==> config.mk <==
export PLATFORM = sky130hd
export DESIGN_NAME = muller_c_monitor_flat
export DESIGN_NICKNAME = d
export VERILOG_FILES = /design/src/rtl/muller_c_monitor_pkg.sv /design/src/rtl/muller_c_monitor_if.sv /design/src/rtl/muller_c_monitor_sync.sv /design/src/rtl/muller_c_monitor.sv /design/src/flat_wrapper.sv
export SDC_FILE = /design/constraint.sdc
export NUM_CORES = 1
export LEC_CHECK = 0
export ABC_AREA = 0
export CAP_MARGIN = 20
export CELL_PAD_IN_SITES_DETAIL_PLACEMENT = 0
export CELL_PAD_IN_SITES_GLOBAL_PLACEMENT = 1
export CORE_MARGIN = 2
export CORE_UTILIZATION = 35
export CTS_CLUSTER_DIAMETER = 80
export DETAILED_ROUTE_END_ITERATION = 12
export GPL_TIMING_DRIVEN = 1
export HOLD_SLACK_MARGIN = 0.15
export PLACE_DENSITY_LB_ADDON = 0.1
export SKIP_CTS_REPAIR_TIMING = 1
export SYNTH_ARGS = -nofsm -noshare
export SYNTH_HDL_FRONTEND = slang
export SYNTH_SLANG_ARGS = --single-unit
==> constraint.sdc <==
create_clock -name clk -period 2.23 [get_ports clk]
set_input_delay 0.223 -clock clk [delete_from_list [all_inputs] [get_ports clk]]
set_output_delay 0.223 -clock clk [all_outputs]
set_load 0.02 [all_outputs]
==> src/rtl/muller_c_monitor_pkg.sv <==
// muller_c_monitor_pkg.sv: shared FSM state and violation encodings for the Muller C-element monitor.
package muller_c_pkg;
    typedef enum logic [1:0] {
        ST_IDLE_LO  = 2'b00,
        ST_ARMED_HI = 2'b01,
        ST_IDLE_HI  = 2'b10,
        ST_ARMED_LO = 2'b11
    } state_t;
    typedef enum logic [1:0] {
        VC_NONE    = 2'b00,
        VC_RISE    = 2'b01,
        VC_FALL    = 2'b10,
        VC_TIMEOUT = 2'b11
    } viol_t;
    function automatic state_t seed_state(input logic c);
        return c ? ST_IDLE_HI : ST_IDLE_LO;
    endfunction
endpackage

==> src/rtl/muller_c_monitor_if.sv <==
// muller_c_monitor_if.sv: C-element pins in, counters and violation readout out.
interface muller_c_monitor_if import muller_c_pkg::*; #(parameter int CNT_W = 16);
    logic             a_async;
    logic             b_async;
    logic             c_async;
    logic             clr;
    logic             c_sync;
    logic [CNT_W-1:0] rise_cnt;
    logic [CNT_W-1:0] fall_cnt;
    state_t           state;
    logic             violation;
    viol_t            viol_code;
    logic             timeout;
    modport master (
        output a_async, b_async, c_async, clr,
        input  c_sync, rise_cnt, fall_cnt, state, violation, viol_code, timeout
    );
    modport slave (
        input  a_async, b_async, c_async, clr,
        output c_sync, rise_cnt, fall_cnt, state, violation, viol_code, timeout
    );
endinterface

==> src/rtl/muller_c_monitor_sync.sv <==
// muller_c_monitor_sync.sv: SYNC_STAGES-deep flop chain bringing one async pin into the clk domain.
module muller_sync #(
    parameter int SYNC_STAGES = 2
) (
    input  logic clk,
    input  logic rst_n,
    input  logic i_d,
    output logic o_q
);
    logic [SYNC_STAGES-1:0] r_ff;
    always_ff @(posedge clk or negedge rst_n) begin
        if (!rst_n) r_ff <= '0;
        else        r_ff <= {r_ff[SYNC_STAGES-2:0], i_d};
    end
    assign o_q = r_ff[SYNC_STAGES-1];
endmodule

==> src/rtl/muller_c_monitor.sv <==
// muller_c_monitor.sv: counts C transitions and tracks the four-phase protocol, flagging sticky violations.
// Defining MULLER_MON_TIMEOUT_EN adds an armed-state response timeout (viol_code 11).
module muller_c_monitor import muller_c_pkg::*; #(
    parameter int SYNC_STAGES = 2,
    parameter int CNT_W       = 16,
    parameter int TIMEOUT_CYC = 64
) (
    input logic                clk,
    input logic                rst_n,
    muller_c_monitor_if.slave  bus
);
    if (SYNC_STAGES < 2 || SYNC_STAGES > 4 || TIMEOUT_CYC < 1) begin : g_bad_cfg
        $error("muller_c_monitor: illegal SYNC_STAGES or TIMEOUT_CYC");
    end

    logic             w_a_s, w_b_s, w_c_s;
    logic             r_a_q, r_b_q, r_c_q;
    logic             w_rise, w_fall, w_hi_ok, w_lo_ok;
    logic             w_to_hit, w_vset, r_viol;
    state_t           r_state, w_nxt;
    viol_t            w_code, r_code;
    logic [CNT_W-1:0] r_rise, r_fall;

    muller_sync #(.SYNC_STAGES(SYNC_STAGES)) u_sync_a (.clk(clk), .rst_n(rst_n), .i_d(bus.a_async), .o_q(w_a_s));
    muller_sync #(.SYNC_STAGES(SYNC_STAGES)) u_sync_b (.clk(clk), .rst_n(rst_n), .i_d(bus.b_async), .o_q(w_b_s));
    muller_sync #(.SYNC_STAGES(SYNC_STAGES)) u_sync_c (.clk(clk), .rst_n(rst_n), .i_d(bus.c_async), .o_q(w_c_s));

    always_ff @(posedge clk or negedge rst_n) begin
        if (!rst_n) {r_a_q, r_b_q, r_c_q} <= '0;
        else        {r_a_q, r_b_q, r_c_q} <= {w_a_s, w_b_s, w_c_s};
    end

    assign w_rise  = w_c_s & ~r_c_q;
    assign w_fall  = ~w_c_s & r_c_q;
    // consensus holds if either this or the previous sample agrees, absorbing one cycle of sync skew
    assign w_hi_ok = (w_a_s & w_b_s) | (r_a_q & r_b_q);
    assign w_lo_ok = (~w_a_s & ~w_b_s) | (~r_a_q & ~r_b_q);

    always_comb begin
        w_nxt  = r_state;
        w_vset = 1'b0;
        w_code = VC_NONE;
        case (r_state)
            ST_IDLE_LO: begin
                w_nxt  = w_rise ? ST_IDLE_HI : w_hi_ok ? ST_ARMED_HI : ST_IDLE_LO;
                w_vset = w_rise & ~w_hi_ok;
                w_code = VC_RISE;
            end
            ST_ARMED_HI: w_nxt = w_rise ? ST_IDLE_HI : w_hi_ok ? ST_ARMED_HI : ST_IDLE_LO;
            ST_IDLE_HI: begin
                w_nxt  = w_fall ? ST_IDLE_LO : w_lo_ok ? ST_ARMED_LO : ST_IDLE_HI;
                w_vset = w_fall & ~w_lo_ok;
                w_code = VC_FALL;
            end
            default: w_nxt = w_fall ? ST_IDLE_LO : w_lo_ok ? ST_ARMED_LO : ST_IDLE_HI;
        endcase
        if (w_to_hit && !w_vset) begin
            w_vset = 1'b1;
            w_code = VC_TIMEOUT;
        end
    end

    always_ff @(posedge clk or negedge rst_n) begin
        if (!rst_n) begin
            r_state <= ST_IDLE_LO;
            r_rise  <= '0;
            r_fall  <= '0;
            r_viol  <= 1'b0;
            r_code  <= VC_NONE;
        end else if (bus.clr) begin
            r_state <= seed_state(w_c_s);
            r_rise  <= '0;
            r_fall  <= '0;
            r_viol  <= 1'b0;
            r_code  <= VC_NONE;
        end else begin
            r_state <= w_nxt;
            r_rise  <= r_rise + CNT_W'(w_rise & ~&r_rise);
            r_fall  <= r_fall + CNT_W'(w_fall & ~&r_fall);
            r_viol  <= r_viol | w_vset;
            if (w_vset && !r_viol) r_code <= w_code;
        end
    end

`ifdef MULLER_MON_TIMEOUT_EN
    localparam int TW = $clog2(TIMEOUT_CYC + 1);
    logic [TW-1:0] r_to_cnt;
    logic          w_armed, r_timeout;
    assign w_armed  = (r_state == ST_ARMED_HI) || (r_state == ST_ARMED_LO);
    assign w_to_hit = w_armed && (r_to_cnt == TW'(TIMEOUT_CYC - 1));
    // counter parks at its limit so the armed state can persist indefinitely
    always_ff @(posedge clk or negedge rst_n) begin
        if (!rst_n) begin
            r_to_cnt  <= '0;
            r_timeout <= 1'b0;
        end else begin
            r_to_cnt  <= (w_armed && !bus.clr) ? r_to_cnt + TW'(!w_to_hit) : '0;
            r_timeout <= !bus.clr && (r_timeout || w_to_hit);
        end
    end
    assign bus.timeout = r_timeout;
`else
    assign w_to_hit    = 1'b0;
    assign bus.timeout = 1'b0;
`endif

    assign bus.c_sync    = w_c_s;
    assign bus.rise_cnt  = r_rise;
    assign bus.fall_cnt  = r_fall;
    assign bus.state     = r_state;
    assign bus.violation = r_viol;
    assign bus.viol_code = r_code;
endmodule

==> src/flat_wrapper.sv <==
// flat-port wrapper written by rule: the top's interface ports become plain ports
module muller_c_monitor_flat import muller_c_pkg::*;
#(
    parameter int SYNC_STAGES = 2,
    parameter int CNT_W       = 16,
    parameter int TIMEOUT_CYC = 64
)
  (clk, rst_n, bus_a_async, bus_b_async, bus_c_async, bus_clr, bus_c_sync, bus_rise_cnt, bus_fall_cnt, bus_state, bus_violation, bus_viol_code, bus_timeout);
  muller_c_monitor_if #(.CNT_W(CNT_W)) bus_i ();
  input logic clk;
  input logic rst_n;
  input wire logic [$bits(bus_i.a_async)-1:0] bus_a_async;
  input wire logic [$bits(bus_i.b_async)-1:0] bus_b_async;
  input wire logic [$bits(bus_i.c_async)-1:0] bus_c_async;
  input wire logic [$bits(bus_i.clr)-1:0] bus_clr;
  output wire logic [$bits(bus_i.c_sync)-1:0] bus_c_sync;
  output wire logic [$bits(bus_i.rise_cnt)-1:0] bus_rise_cnt;
  output wire logic [$bits(bus_i.fall_cnt)-1:0] bus_fall_cnt;
  output wire logic [$bits(bus_i.state)-1:0] bus_state;
  output wire logic [$bits(bus_i.violation)-1:0] bus_violation;
  output wire logic [$bits(bus_i.viol_code)-1:0] bus_viol_code;
  output wire logic [$bits(bus_i.timeout)-1:0] bus_timeout;
  assign bus_i.a_async = bus_a_async;
  assign bus_i.b_async = bus_b_async;
  assign bus_i.c_async = bus_c_async;
  assign bus_i.clr = bus_clr;
  assign bus_c_sync = bus_i.c_sync;
  assign bus_rise_cnt = bus_i.rise_cnt;
  assign bus_fall_cnt = bus_i.fall_cnt;
  assign bus_state = bus_i.state;
  assign bus_violation = bus_i.violation;
  assign bus_viol_code = bus_i.viol_code;
  assign bus_timeout = bus_i.timeout;
  muller_c_monitor #(.SYNC_STAGES(SYNC_STAGES), .CNT_W(CNT_W), .TIMEOUT_CYC(TIMEOUT_CYC)) u_core (.clk(clk), .rst_n(rst_n), .bus(bus_i));
endmodule
==> results.md, run 1 <==
* Final ANT Viol Nets at 0
* Setup-failing EPs final at 0
* # H-tree levels at 2
* EDFF count, synth at 0
* DR iter-0 viols at 27
* Floorplan core area at 5850 µm²
* HPWL after DPL at 3210 µm
* Routed wire per std cell at 13.1 µm
* CP Capture Type: flip-flop
* First-pass DRT Iterations at 4
* Synth Flop Type: dfrtp_1
* Clock sink total at 46
* Worst skew pair latency at 290 ps
* WP data arrival at 2320 ps
* CP max stage delay at 430 ps
* Drt drc at 0
* RD Place Congestion at 0.806
* Syn-to-layout area delta at 39.2%
* Vias in the first global route at 1622
* Port Buffers at 43
* Syn. warnings at 0
* Std cell rows at 28
* Synthesized instance count at 201
* Die ar. at 6640 µm²
* Leak Pwr at 1.25 nW
* Pin count of the biggest net entering global routing at 28
* Fraction of layout cells with a size suffix above 1 at 0.197
* Mapped cell area at 2100 µm²
* CP startpoint kind: flip-flop
* CTS root buf: clkbuf_8
* Synth Net Count at 211
* Diodes inserted at 0
* CP max FO at 4
* Final WL at 4500 µm
* Final Skew at 8.67 ps
* Async set-reset flop share out of synthesis at 1.00
* Critical path type: reg -> reg
* Distinct cell type count after synthesis at 36
* GRT Total Usage at 0.151
* CTS tree: built
* Max Cap Violations at 0
* Starting density of the core at 0.359
* CP max-delay cell: dfrtp_1
* Ports at 45
* Die Y at 81.5 µm
* Initial antenna violation count at 0
* Global-route wire length before repair at 7620 µm
* Fin. max-slew vios at 0
* Final period utilization at 0.942
* Die width at 81.5 µm
* Unrepaired setup endpoints after global routing: no
* Run status: complete, no violations
* Critical path, cell by cell: and4_1 -> and3_1 -> a41oi_1 -> ha_2 -> nand4_1 -> or3_1 -> a21oi_1
* GRT overflow at 0
* Worst vdd ir at 0.277 mV
* Nets at 278
* Required time of the critical path at 2440 ps
* Avg Synthesized Cell Area at 10.5 µm²
* Final Power at 1.59 mW
* Routed vias/inst at 4.81
* Hold Vio Cnt, Final at 0
* #FFs+latches synth at 46
* Min Tclk post-route at 2100 ps
* Power Dens Cells at 544 nW/µm²
* Max Freq at 0.476 GHz
* Worst hold path type: reg -> reg
* Clk buf depth at 2
* Seq/Total Area, Yosys at 0.548
* Sequential cell area at 1160 µm²
* Fin util at 0.500
* Multi-input gate area at 930 µm²
* Via count at 1654
* Fillers at 532
* Setup Total Neg Slack at 0 ps
* CTS Buf Count at 5
* Clock slew at reported path FFs at 80 ps
-- Yosys cell counts, drive strengths merged, types with 2 or more instances --
library cell  number  share of area
a21oi              6          0.014
and2               3         0.0089
and3               5          0.015
and4               2         0.0083
buf                2         0.0060
clkbuf             6          0.011
dfrtp             46           0.55
ha                 4          0.024
nand2             15          0.027
nand2b             3         0.0089
nand3              6          0.014
nand3b             2         0.0071
nand4             12          0.046
nor2              30          0.054
nor2b              4          0.012
nor3               4         0.0095
nor4               2         0.0060
o21ai              7          0.017
or3                6          0.018
or4                3          0.012
xnor2              8          0.033
xor2              16          0.067
-- layout make-up --
class | count | area share
timing repair buffer | 68 | 0.215
clock inverter | 1 | 0.0103
tap | 75 | 0.0321
clock buffer | 7 | 0.0261
inverter | 1 | 0.00128
multi-input combinational | 146 | 0.318
sequential | 46 | 0.398
-- per-stage QoR --
stage	worst slack (ps)	area [µm²]	hold slack (ps)	cells
after global routing	9.55	2930	345	344
after detailed placement	87.4	2780	210	333
after floorplan	5.45	2120	-72.6	201
after global placement	99.5	2780	202	333
final	129	2930	352	344
after CTS	62.6	2890	-115	341
-- power by group --
part	internal, mW	switching (mW)
Combinational	0.0556	0.0693
Clock	0.336	0.264
Sequential	0.852	0.0160
-- registers in the layout, summed over array words and instances, names as in the netlist --
register and flops:
u_core.bus.fall_cnt 16, u_core.bus.rise_cnt 16, u_core.bus.state 2, u_core.bus.viol_code 2, u_core.bus.violation 1, u_core.r_a_q 1, u_core.r_b_q 1, u_core.r_c_q 1
u_core.u_sync_a.r_ff 2, u_core.u_sync_b.r_ff 2, u_core.u_sync_c.r_ff 2
-- worst paths after layout --
path / start / endpoint / slack (ps) / cells after the start
worst max-delay path: u_core.bus.fall_cnt[11] / u_core.bus.fall_cnt[15] / 130 / 7
worst min-delay path: u_core.u_sync_c.r_ff[0] / u_core.u_sync_c.r_ff[1] / 350 / 0
worst min register to register: u_core.u_sync_c.r_ff[0] / u_core.u_sync_c.r_ff[1] / 350 / 0
min in group asynchronous: rst_n / u_core.u_sync_a.r_ff[0] / 410 / 2
worst max register to register: u_core.bus.fall_cnt[11] / u_core.bus.fall_cnt[15] / 130 / 7
max in group asynchronous: rst_n / u_core.bus.fall_cnt[3] / 1300 / 3
-- metal layers --
metal	share of wire	track usage	vias up
met5	0	0	-
met4	0.0084	0.0492	0
met3	0.054	0.0451	4
met2	0.45	0.219	45
met1	0.49	0.215	777
li1	-	-	828
-- worst max-delay path, delay by kind of cell (launching register included) --
family | cells | cell delay, ps
flops | 1 | 430
compound gates | 2 | 420
simple gates | 4 | 920
fa+ha+maj | 1 | 250
-- logic make-up after synthesis --
group,share of synthesized area
fa+ha+maj,0.0238
other cells,0.00178
xor+xnor,0.100
mux,0.00536
flops,0.548
compound gates,0.0518
buf+inv,0.0184
simple gates,0.251
-- layout by cell type (no fill, tap or decap), types with 3 or more instances in the layout --
cell / count
clkdlybuf4s50_1: 42
nand2_1: 14
o21ai_0: 7
dfrtp_1: 35
xnor2_1: 8
clkbuf_8: 5
or3_1: 5
nand3_1: 6
dfrtp_2: 11
nand4_1: 10
nor2b_1: 4
and3_1: 5
nor2_1: 29
nand2b_1: 3
nor3_1: 4
buf_4: 23
a21oi_1: 6
xor2_1: 16
(Power assumes the default switching activity.)
==> inputs of run 2 (changes only) <==
Settings changed: CORE_MARGIN 2 to 3.
==> run 2 against run 1 <==
Die area rose by 5.0%. Non-clock buffer count rose by 2. Largest cell class unchanged. Core utilization rose by 2.8 points. Wire length rose by 4.5%. Register-to-register slack barely moved. Critical path depth rose by 2. Setup slack improved by 15 ps. Combinational power barely moved.
==> results.md, run 2 (synthesis gave the netlist of run 1 again) <==
* Clock slew at reported path FFs at 90 ps (was 80 ps)
* GRT Total Usage at 0.149 (was 0.151)
* CP Capture Type: flip-flop (unchanged)
* HPWL after DPL at 3400 µm (was 3210 µm)
* Worst hold path type: reg -> reg (unchanged)
* Final Power at 1.75 mW (was 1.59 mW)
* Clk buf depth at 2 (unchanged)
* CTS tree: built (unchanged)
* Syn-to-layout area delta at 41.7% (was 39.2%)
* Port Buffers at 43 (unchanged)
* Met1 usage at 0.211 (was 0.215)
* Final Skew at 10.1 ps (was 8.67 ps)
* WP data arrival at 2280 ps (was 2320 ps)
* Leak Pwr at 1.28 nW (was 1.25 nW)
* Multi-input gate area at 932 µm² (was 930 µm²)
* Fin. max-slew vios at 0 (unchanged)
* Max Cap Violations at 0 (unchanged)
* Diodes inserted at 0 (unchanged)
* Pin count of the biggest net entering global routing at 29 (was 28)
* Routed wire per std cell at 13.7 µm (was 13.1 µm)
* # H-tree levels at 2 (unchanged)
* Critical path, cell by cell: nand4_4 -> or4_4 -> nor2_2 -> nor2_1 -> ha_1 -> and2_4 -> nand2_1 -> nor2_1 -> mux2_2 (was and4_1 -> and3_1 -> a41oi_1 -> ha_2 -> nand4_1 -> or3_1 -> a21oi_1)
* Die ar. at 6970 µm² (was 6640 µm²)
* Final period utilization at 0.936 (was 0.942)
* Drt drc at 0 (unchanged)
* Starting density of the core at 0.373 (was 0.359)
* Via count at 1679 (was 1654)
* Fraction of layout cells with a size suffix above 1 at 0.218 (was 0.197)
* Hold Vio Cnt, Final at 0 (unchanged)
* Ports at 45 (unchanged)
* CP startpoint kind: flip-flop (unchanged)
* Flop pwr share at 0.496 (was 0.545)
* Placed cell areas at 2760 µm² (was 2780 µm²)
* Unrepaired setup endpoints after global routing: no (unchanged)
* Setup Total Neg Slack at 0 ps (unchanged)
* M2 GR Usage at 0.224 (was 0.219)
* Fillers at 532 (unchanged)
* First-pass DRT Iterations at 4 (unchanged)
* Sequential cell area at 1170 µm² (was 1160 µm²)
* Final WL at 4700 µm (was 4500 µm)
* CP most frequent cell: nor2_1
* Clock sink total at 46 (unchanged)
* Hold Worst Slack at 354 ps (was 352 ps)
* Worst vdd ir at 0.378 mV (was 0.277 mV)
* Die Y at 83.5 µm (was 81.5 µm)
* Clock share of power at 0.433 (was 0.377)
* Required time of the critical path at 2420 ps (was 2440 ps)
* CP max-delay cell: or4_4 (was dfrtp_1)
* Std cell rows at 27 (was 28)
* Met3 GRT Util at 0.0326 (was 0.0451)
* Net switching power figure at 368 µW (was 350 µW)
* RD Place Congestion at 0.737 (was 0.806)
* Final ANT Viol Nets at 0 (unchanged)
* Most frequent cells in the layout: clkdlybuf4s50_1 (42), dfrtp_1 (34), nor2_1 (29), buf_4 (25), xor2_1 (16) (was clkdlybuf4s50_1 (42), dfrtp_1 (35), nor2_1 (29), buf_4 (23), xor2_1 (16))
* Critical path type: reg -> reg (unchanged)
* Cell area after layout at 2980 µm² (was 2930 µm²)
* DR iter-0 viols at 53 (was 27)
* CTS Buf Count at 5 (unchanged)
* Nets at 280 (was 278)
* Die width at 83.5 µm (was 81.5 µm)
* Setup-failing EPs final at 0 (unchanged)
* Worst skew pair latency at 300 ps (was 290 ps)
* Min Tclk post-route at 2090 ps (was 2100 ps)
* Placed cells at 328 (was 333)
* GRT overflow at 0 (unchanged)
* Vias in the first global route at 1629 (was 1622)
* Routed vias/inst at 4.90 (was 4.81)
* CP max FO at 5 (was 4)
* Global-route wire length before repair at 8270 µm (was 7620 µm)
* Combinational Power Share at 0.071 (was 0.078)
* CP max stage delay at 510 ps (was 430 ps)
* Max Freq at 0.479 GHz (was 0.476 GHz)
* Floorplan core area at 5640 µm² (was 5850 µm²)
* Filler-free cell count of the finished design at 343 (was 344)
* Power Dens Cells at 589 nW/µm² (was 544 nW/µm²)
* Int Power at 1.39 mW (was 1.24 mW)
* Gr busiest metal: met2 (unchanged)
* Run status: complete, no violations (unchanged)
* CTS root buf: clkbuf_8 (unchanged)
* Commonest non-fill, non-tap cell in the layout: clkdlybuf4s50_1 (unchanged)
* Initial antenna violation count at 0 (unchanged)
* Sw frac at 0.210 (was 0.220)
run 2: cell count changes in the layout (fill, tap and decap cells not counted), sizes merged:
cell,change
buf,+2
bufinv,+1
clkbuf,-1
run 2: layout make-up:
type	count	area share
timing repair buffer	70	0.216
clock buffer	6	0.0277
sequential	46	0.392
inverter	1	0.00126
tap	72	0.0303
multi-input combinational	146	0.313
clock inverter	2	0.0202
run 2: power by group through the flow:
stage	logic, mW	clock network, mW	registers, mW
5_1_grt	0.139	0.838	0.876
3_5_place_dp	0.124	0	0.887
6_report	0.124	0.760	0.871
3_3_place_gp	0.123	0	0.887
4_1_cts	0.124	0.790	0.871
2_1_floorplan	0.0426	0	0.898
run 2: critical path, delay by kind of cell (launching register included):
| family | cells | cell delay [ps] |
|---|---|---|
| muxes | 1 | 260 |
| DFF | 1 | 430 |
| and+or+nand+nor | 7 | 1090 |
| adders and majority gates | 1 | 200 |
run 2: metal layers:
metal / vias to the layer above / part of all wire
met4: 0 / 0.013
li1: 828 / -
met5: - / 0
met3: 4 / 0.042
met2: 40 / 0.45
met1: 807 / 0.49
run 2: metrics by stage:
step	setup WS [ps]	utilization
after global routing	22.7	0.528
after CTS	52.1	0.515
final	143	0.528
after global placement	49.1	0.490
after detailed placement	63.2	0.490
after floorplan	5.45	-
run 2: path summary, 6_finish.rpt:
| path | cells after the start | endpoint | start | slack [ps] |
|---|---|---|---|---|
| min in group asynchronous | 2 | u_core.bus.rise_cnt[3] | rst_n | 410 |
| max in group asynchronous | 3 | u_core.bus.fall_cnt[10] | rst_n | 1300 |
| hold / removal | 0 | u_core.u_sync_c.r_ff[1] | u_core.u_sync_c.r_ff[0] | 350 |
| setup reg to reg | 9 | u_core.bus.rise_cnt[15] | u_core.bus.rise_cnt[3] | 140 |
| setup / recovery | 9 | u_core.bus.rise_cnt[15] | u_core.bus.rise_cnt[3] | 140 |
| hold reg to reg | 0 | u_core.u_sync_c.r_ff[1] | u_core.u_sync_c.r_ff[0] | 350 |
==> inputs of run 3 (changes only) <==
Settings changed: CORE_ASPECT_RATIO from default to 1.4, GPL_TIMING_DRIVEN 1 to default.
==> run 3 against run 2 <==
Final area shrank 2.5%. Global-route usage shrank 1.3 points. Hold slack gained 0.84 ps. Highest routed layer unchanged.
==> results.md, run 3 (synthesis gave the netlist of run 1 again) <==
* Run status: complete, no violations (unchanged)
* Most frequent cells in the layout: clkdlybuf4s50_1 (42), dfrtp_1 (35), nor2_1 (30), buf_4 (24), xor2_1 (16) (was clkdlybuf4s50_1 (42), dfrtp_1 (34), nor2_1 (29), buf_4 (25), xor2_1 (16))
* # H-tree levels at 2 (unchanged)
* WP buf/inv at 0 (unchanged)
* Net switching power figure at 366 µW (was 368 µW)
* Routed vias/inst at 4.90 (about the same)
* Max Freq at 0.471 GHz (was 0.479 GHz)
* Commonest non-fill, non-tap cell in the layout: clkdlybuf4s50_1 (unchanged)
* Sequential cell area at 1160 µm² (was 1170 µm²)
* DR iter-0 viols at 32 (was 53)
* Max Cap Violations at 0 (unchanged)
* Delay-heaviest family, CP: simple AND/OR/NAND/NOR gates (unchanged)
* Ports at 45 (unchanged)
* Power Dens Cells at 515 nW/µm² (was 589 nW/µm²)
* Sw frac at 0.245 (was 0.210)
* Worst skew pair latency at 290 ps (was 300 ps)
* Port Buffers at 43 (unchanged)
* WP data arrival at 2310 ps (was 2280 ps)
* Dpl ws at 83.7 ps (was 63.2 ps)
* Critical path, cell by cell: nand4_4 -> or4_4 -> nor2_1 -> nor2_1 -> ha_1 -> and2_2 -> nand2_1 -> nor2_1 -> mux2_2 (was nand4_4 -> or4_4 -> nor2_2 -> nor2_1 -> ha_1 -> and2_4 -> nand2_1 -> nor2_1 -> mux2_2)
* Setup Total Neg Slack at 0 ps (unchanged)
* Hold path start: u_core.u_sync_b.r_ff[0] (was u_core.u_sync_c.r_ff[0])
* RD Place Congestion at 0.749 (was 0.737)
* Slew @ Worst Pin at 687 ps
* Clock share of power at 0.335 (was 0.433)
* Starting density of the core at 0.372 (was 0.373)
* Min Tclk post-route at 2120 ps (was 2090 ps)
* Syn-to-layout area delta at 38.2% (was 41.7%)
* Fillers at 544 (was 532)
* GRT overflow at 0 (unchanged)
* Via count at 1655 (was 1679)
* Required time of the critical path at 2420 ps (about the same)
* CTS Buf Count at 5 (unchanged)
* Worst hold path type: reg -> reg (unchanged)
* Fin. max-slew vios at 0 (unchanged)
* R2r setup slk at 110 ps (was 140 ps)
* GRT Total Usage at 0.136 (was 0.149)
* Nets at 279 (was 280)
* Final Skew at 8.59 ps (was 10.1 ps)
* Final WL at 4500 µm (was 4700 µm)
* Final period utilization at 0.953 (was 0.936)
* Diodes inserted at 0 (unchanged)
* CP startpoint kind: flip-flop (unchanged)
* Setup crit start: u_core.bus.rise_cnt[2] (was u_core.bus.rise_cnt[3])
* Die width at 71.5 µm (was 83.5 µm)
* Pin count of the biggest net entering global routing at 30 (was 29)
* Clk buf depth at 2 (unchanged)
* Global-route wire length before repair at 7600 µm (was 8270 µm)
* CP most frequent cell: nor2_1 (unchanged)
* Final ANT Viol Nets at 0 (unchanged)
* CTS root buf: clkbuf_8 (unchanged)
* CP max FO at 6 (was 5)
* Die ar. at 6980 µm² (was 6970 µm²)
* CTS tree: built (unchanged)
* Flop pwr share at 0.581 (was 0.496)
* Leak Pwr at 1.25 nW (was 1.28 nW)
* CP Capture Type: flip-flop (unchanged)
* CP max stage delay at 510 ps (about the same)
* Critical path type: reg -> reg (unchanged)
* Multi-input gate area at 928 µm² (was 932 µm²)
* HPWL after DPL at 3290 µm (was 3400 µm)
* Unrepaired setup endpoints after global routing: no (unchanged)
* Setup-failing EPs final at 0 (unchanged)
* Final worst slack at 106 ps (was 143 ps)
* Combinational Power Share at 0.083 (was 0.071)
* Hold Worst Slack at 355 ps (was 354 ps)
* Std cell rows at 32 (was 27)
* Reg-to-Reg Start: u_core.bus.rise_cnt[2] (was u_core.bus.rise_cnt[3])
* Worst vdd ir at 0.440 mV (was 0.378 mV)
* Vias in the first global route at 1685 (was 1629)
* Clock sink total at 46 (unchanged)
* Drt drc at 0 (unchanged)
* Floorplan core area at 5650 µm² (was 5640 µm²)
* CP max-delay cell: or4_4 (unchanged)
* Fraction of layout cells with a size suffix above 1 at 0.204 (was 0.218)
* Int Power at 1.13 mW (was 1.39 mW)
* Hold Vio Cnt, Final at 0 (unchanged)
* Max-slew headroom at the worst pin at 0.542
* First-pass DRT Iterations at 4 (unchanged)
* Final Power at 1.50 mW (was 1.75 mW)
* Clock slew at reported path FFs at 90 ps (about the same)
* Die Y at 97.7 µm (was 83.5 µm)
* Routed wire per std cell at 13.3 µm (was 13.7 µm)
* Initial antenna violation count at 0 (unchanged)
run 3: cell count changes in the layout (fill, tap and decap cells not counted):
cell / previous run / this run
bufinv_16: 2 / 0
and2_2: 0 / 1
nor2_2: 1 / 0
dfrtp_2: 12 / 11
and2_4: 1 / 0
dfrtp_1: 34 / 35
nor2_1: 29 / 30
buf_4: 25 / 24
clkbuf_1: 0 / 1
clkbuf_8: 6 / 5
clkinv_4: 0 / 1
clkinv_2: 0 / 1
run 3: routing by layer:
| layer | GRT usage | vias to the layer above | part of all wire |
|---|---|---|---|
| met1 | 0.171 | 791 | 0.46 |
| li1 | - | 826 | - |
| met5 | 0 | - | 0 |
| met4 | 0.0347 | 0 | 0.012 |
| met3 | 0.0311 | 5 | 0.038 |
| met2 | 0.230 | 33 | 0.49 |
run 3: layout make-up:
| class | instances | share of cell area |
|---|---|---|
| clock buffer | 6 | 0.0250 |
| clock inverter | 2 | 0.00474 |
| inverter | 1 | 0.00129 |
| multi-input combinational | 146 | 0.320 |
| sequential | 46 | 0.401 |
| tap | 68 | 0.0293 |
| timing repair buffer | 69 | 0.219 |
run 3: worst paths after layout:
kind | depth (start not counted) | end
setup reg to reg | 9 | u_core.bus.rise_cnt[15]
setup / recovery | 9 | u_core.bus.rise_cnt[15]
min in group asynchronous | 2 | u_core.bus.rise_cnt[13]
hold reg to reg | 0 | u_core.u_sync_b.r_ff[1]
hold / removal | 0 | u_core.u_sync_b.r_ff[1]
max in group asynchronous | 3 | u_core.bus.fall_cnt[11]
run 3: metrics by stage:
stage           util  area [µm²]  std cells
2_1_floorplan      -        2120        201
3_3_place_gp   0.490        2770        325
3_5_place_dp   0.490        2770        325
4_1_cts        0.505        2850        333
5_1_grt        0.514        2900        338
6_report       0.514        2900        338
run 3: worst reg2reg max path, delay by kind of cell (launching register included):
| family | cells | cell delay, ps |
|---|---|---|
| adders and majority gates | 1 | 190 |
| DFF | 1 | 440 |
| muxes | 1 | 260 |
| and+or+nand+nor | 7 | 1130 |
run 3: power by group through the flow:
stage	registers, mW	logic, mW	clock network, mW
final	0.870	0.124	0.502
after global routing	0.873	0.137	0.563
after CTS	0.870	0.126	0.527
after detailed placement	0.887	0.126	0
after global placement	0.886	0.126	0
after floorplan	0.898	0.0426	0
